--- src/rtl/prog_counter_pkg.sv ---
// Shared definitions for the programmable strobe counter: end-of-count
// mode encoding and default parameter values.
package prog_counter_pkg;

    // End-of-count behaviour; the reserved code behaves as wrap.
    typedef enum logic [1:0] {
        MODE_WRAP    = 2'b00,
        MODE_SAT     = 2'b01,
        MODE_ONESHOT = 2'b10,
        MODE_RSVD    = 2'b11
    } mode_e;

    localparam int DEFAULT_WIDTH       = 8;
    localparam int DEFAULT_SYNC_STAGES = 2;

endpackage : prog_counter_pkg

--- src/rtl/strobe_sync_edge.sv ---
// Resynchronises an asynchronous strobe into the clk domain and produces a
// one-cycle pulse for each rising edge. Every flop resets to 1 so that a
// strobe held high through reset does not look like an edge after release.
module strobe_sync_edge #(
    parameter int SYNC_STAGES = 2
) (
    input  logic clk,
    input  logic rst,
    input  logic async_in,
    output logic edge_out
);

    logic [SYNC_STAGES-1:0] sync_q;
    logic                   prev_q;

    // Synchroniser chain plus one flop holding the previous synchronised level.
    always_ff @(posedge clk or posedge rst) begin
        if (rst) begin
            sync_q <= '1;
            prev_q <= 1'b1;
        end else begin
            sync_q <= {sync_q[SYNC_STAGES-2:0], async_in};
            prev_q <= sync_q[SYNC_STAGES-1];
        end
    end

    assign edge_out = sync_q[SYNC_STAGES-1] & ~prev_q;

endmodule : strobe_sync_edge

--- src/rtl/prog_counter_gen.sv ---
// Programmable up/down counter of external strobe edges with parallel load,
// programmable limit and wrap / saturate / one-shot end-of-count modes.
// Optional snapshot register enabled by the macro PROG_COUNTER_CAPTURE_EN;
// without it, capture is ignored and cap_val reads 0.
module prog_counter_gen
    import prog_counter_pkg::*;
#(
    parameter int WIDTH       = DEFAULT_WIDTH,
    parameter int SYNC_STAGES = DEFAULT_SYNC_STAGES
) (
    input  logic             clk,
    input  logic             rst,
    input  logic             enable,
    input  logic             cnt_strobe,
    input  logic             load,
    input  logic             up_down,
    input  logic [1:0]       mode,
    input  logic [WIDTH-1:0] load_val,
    input  logic [WIDTH-1:0] limit,
    output logic [WIDTH-1:0] count,
    output logic             tc,
    output logic             done,
    input  logic             capture,
    output logic [WIDTH-1:0] cap_val
);

    logic             edge_w;
    logic             event_w;
    mode_e            mode_w;
    logic [WIDTH-1:0] count_q, count_d;
    logic             tc_q, tc_d;
    logic             done_q, done_d;

    strobe_sync_edge #(
        .SYNC_STAGES (SYNC_STAGES)
    ) u_sync (
        .clk      (clk),
        .rst      (rst),
        .async_in (cnt_strobe),
        .edge_out (edge_w)
    );

    assign mode_w  = mode_e'(mode);
    // Events while disabled or after one-shot completion are simply lost.
    assign event_w = edge_w & enable & ~done_q;

    // Next-state: load has priority over a count event; tc defaults low.
    always_comb begin
        count_d = count_q;
        tc_d    = 1'b0;
        done_d  = done_q;
        if (load) begin
            count_d = (load_val > limit) ? limit : load_val;
            done_d  = 1'b0;
        end else if (event_w) begin
            if (up_down) begin
                // ">=" so a limit lowered below the count ends the run at once.
                if (count_q >= limit) begin
                    tc_d = 1'b1;
                    case (mode_w)
                        MODE_SAT:     count_d = limit;
                        MODE_ONESHOT: begin
                            count_d = limit;
                            done_d  = 1'b1;
                        end
                        default:      count_d = '0;
                    endcase
                end else begin
                    count_d = count_q + 1'b1;
                end
            end else begin
                if (count_q == '0) begin
                    tc_d = 1'b1;
                    case (mode_w)
                        MODE_SAT:     count_d = '0;
                        MODE_ONESHOT: begin
                            count_d = '0;
                            done_d  = 1'b1;
                        end
                        default:      count_d = limit;
                    endcase
                end else begin
                    count_d = count_q - 1'b1;
                end
            end
        end
    end

    // Counter, terminal-count pulse and sticky done flag.
    always_ff @(posedge clk or posedge rst) begin
        if (rst) begin
            count_q <= '0;
            tc_q    <= 1'b0;
            done_q  <= 1'b0;
        end else begin
            count_q <= count_d;
            tc_q    <= tc_d;
            done_q  <= done_d;
        end
    end

    assign count = count_q;
    assign tc    = tc_q;
    assign done  = done_q;

`ifdef PROG_COUNTER_CAPTURE_EN
    logic [WIDTH-1:0] cap_q;

    // Snapshot takes the pre-update count, so it sees the old value even
    // when a load or event lands in the same cycle.
    always_ff @(posedge clk or posedge rst) begin
        if (rst) begin
            cap_q <= '0;
        end else if (capture) begin
            cap_q <= count_q;
        end
    end

    assign cap_val = cap_q;
`else
    logic unused_capture;
    assign unused_capture = capture;
    assign cap_val        = '0;
`endif

endmodule : prog_counter_gen

--- config.mk ---
export PLATFORM = sky130hd
export DESIGN_NAME = prog_counter_gen
export DESIGN_NICKNAME = d
export VERILOG_FILES = /design/src/rtl/prog_counter_pkg.sv /design/src/rtl/strobe_sync_edge.sv /design/src/rtl/prog_counter_gen.sv
export SDC_FILE = /design/constraint.sdc
export NUM_CORES = 1
export LEC_CHECK = 0
export CORE_AREA = 2 2 69 71
export CTS_CLUSTER_SIZE = 25
export DETAILED_ROUTE_END_ITERATION = 10
export DIE_AREA = 0 0 71 73
export HOLD_SLACK_MARGIN = 0.02
export PLACE_DENSITY = 0.66
export SKIP_LAST_GASP = 1
export SLEW_MARGIN = 40
export SYNTH_ARGS = -nofsm -noshare
export SYNTH_HDL_FRONTEND = slang
export SYNTH_SLANG_ARGS = --single-unit
--- constraint.sdc ---
create_clock -name clk -period 3.2 [get_ports clk]
set_input_delay 0.32 -clock clk [delete_from_list [all_inputs] [get_ports clk]]
set_output_delay 0.32 -clock clk [all_outputs]
set_load 0.01 [all_outputs]
==> flow_summary.ini <==
[detailed_routing]
drtIter0Drc = 170
vias = 1567
ant_nets = 0
wire_per_inst_um = 15.14
first_pass_iters = 4
via_per_inst = 5.312
drc_errors = 0
drt-total-wl_um = 4467

[timing]
fin_tns_setup_ps = 0
setup_viol = 0
rsz0062_at_grt = no
fin_crit_ps = 2595
worst_pin_slew_ps = 613.5
slew-limit-headroom = 0.5895
hold_viol_final = 0
fin_ws_ps = 605.2
fmax_mhz = 385.4
report.final.slew_viol_count = 0
fin_crit_sh = 0.8109
fin_skew_ps = 3.079

[placed_design]
portBuffers = 33
place_area_um2 = 2044
dp_hpwl_um = 3454
place_ws_ps = 495.0
dp_cells = 291
finalWeightedCongestion = 0.9041

[global_routing]
grt_max_degree = 17
grt_usage = 0.1809
grt.overflow.total = 0
grt_pass1_wl_um = 7472
grt_pass1_vias = 1500
antenna_found_initial = 0

[critical_path]
r2r_cells = 9
start_kind = register
critPathLaunch = count[0]
r2r_start = count[0]
crit_path_end = count[5]
worst_ep_required_time_ps = 3360
critical_path_cell_count = 9
cp_max_fo = 10
slowest_delay_ps = 530
arrival_ps = 2760
cp_slowest_cell = dfrtp_1
crit_family = compound AO/OA/AOI/OAI gates
worst_setup_path_end_kind = register
rr_endpoint = count[5]
critPathBufInv = 2
cp_cell_sequence = inv_1, ha_1, nand2b_1, a2111o_1, a31oi_4, buf_4, mux2i_1, a22oi_1, a31oi_1
rrSetupSlack_ps = 610
path_class = reg2reg

[pwr]
p_per_area_nw_per_um2 = 399.9
p_leak_nw = 0.8969
vdd_ir_drop_max_mv = 0.1872
finalPower_mw = 0.8357

[clock_network]
post_cts_buffers = 0
path_clk_slew_ps = 60
cts_buffers = 3
cts.htree.levels = 1
root_buffer = clkbuf_8
holdBufCountCts = 0
cts_resized = 0
cts_tree = done
clk_path_buf_depth = 2
cts.sink_count = 13
clock_latency_ps = 240

[floorplan]
fp.dieW_um = 71
start_util = 0.3752
placeableCoreArea_um2 = 4536
die-area_um2 = 5183
io_pins = 43
num_rows = 25
fp.dieH_um = 73

[layout]
fillers = 449
area_growth_pct = 22.79
antenna_cells = 0
layout.cells.non_filler = 295
layout.nets = 287
drive_gt1_frac = 0.07884
fin_area_um2 = 2090

[synth]
yosys.area.top_type = dfrtp_1
synth_ff_type = dfrtp_1
async_flop_share = 1.000
netlist.area_leader.share = 0.1471
syn-instance-count = 208
netlist_top_cells_area = dfrtp_1, ha_1, dfstp_2, xnor2_1, nand3_1
ys_top_cells_by_count = ha_1, nor2_1, inv_1, nand3_1
ys_seq_elements = 13
synth_cell_types = 46
synth_area_um2 = 1702
yosysMostFrequentCell = ha_1
ys_seq_area_frac = 0.1934
syn_avg_cell_area_um2 = 8.181
synth_edf_count = 0
yosys_warnings = 0

[hold_path]
hp-start = u_sync.sync_q[0]
hold_class = reg2reg
hold-path-cell-count = 0

[run]
drv_cap = 0

[outcome]
status = completed
-- cells in the final DEF (no fill, tap or decap), types with 2 or more instances in the layout --
master            n
clkdlybuf4s50_1  33
ha_1             20
nor2_1           18
inv_1            15
nand3_1          15
o21ai_1          10
dfrtp_1          10
o21ai_0           9
xnor2_1           9
a21oi_1           8
conb_1            8
nand2_1           7
nand2b_1          7
mux2i_1           7
a31oi_1           7
buf_4             6
a21o_1            4
a22oi_1           4
nand4_1           3
and3_1            3
nor3_1            3
clkbuf_8          3
dfstp_2           3
o21a_1            2
nor2b_1           2
nor3b_1           2
xor2_1            2
and2_1            2
o41ai_1           2
-- cell type report --
| type | instances | area, um2 | area share |
|---|---|---|---|
| multi-input combinational | 170 | 1216 | 0.5820 |
| timing repair buffer | 39 | 375.4 | 0.1796 |
| sequential | 13 | 329.1 | 0.1575 |
| tap | 54 | 67.56 | 0.03234 |
| inverter | 15 | 56.30 | 0.02695 |
| clock buffer | 4 | 45.04 | 0.02156 |
-- per-stage QoR --
stage          utilization  hold slack (ps)
3_3_place_gp        0.4508            346.8
6_report            0.4607            355.0
2_1_floorplan            -            194.8
5_1_grt             0.4607            367.8
3_5_place_dp        0.4508            347.6
4_1_cts             0.4607            355.9
-- layer usage --
metal,vias up,GRT usage,wire length [um]
met5,-,0,0
met4,0,0.05660,63
met3,8,0.01243,151
met2,45,0.2928,2091
met1,715,0.2578,2160
li1,799,-,-
-- worst min path at each step --
| stage | end | slack [ps] |
|---|---|---|
| detailed placement | u_sync.sync_q[1] | 350 |
| global placement | u_sync.sync_q[1] | 350 |
| finish | u_sync.sync_q[1] | 350 |
| floorplan | count[0] | 190 |
| global route | u_sync.sync_q[1] | 370 |
| CTS | u_sync.sync_q[1] | 360 |
-- cell families after synthesis --
group | Yosys count | share of synthesized area
adders and majority gates | 20 | 0.1471
other | 1 | 0.002204
AOI/OAI and AO/OA | 57 | 0.2382
xor gates and xnor gates | 11 | 0.05662
DFF | 13 | 0.1934
buffers and inverters | 32 | 0.1073
and+or+nand+nor | 66 | 0.2073
muxes | 8 | 0.04780
-- registers in the layout, summed over array words and instances (netlist names) --
register	flops
count	8
done	1
tc	1
u_sync.prev_q	1
u_sync.sync_q	2
-- worst register-to-register path, delay by kind of cell, from the launching register on --
family          cells  cell delay [ps]
mux                 1              200
compound gates      4             1000
simple gates        1              140
flops               1              530
fa+ha+maj           1              280
buf+inv             2              370
-- power by group --
part,leakage [nW],internal [mW],switching [mW]
combinational,0.723,0.225,0.231
clock,0.0228,0.0878,0.0574
sequential,0.151,0.188,0.0471
(Power assumes the default switching activity.)
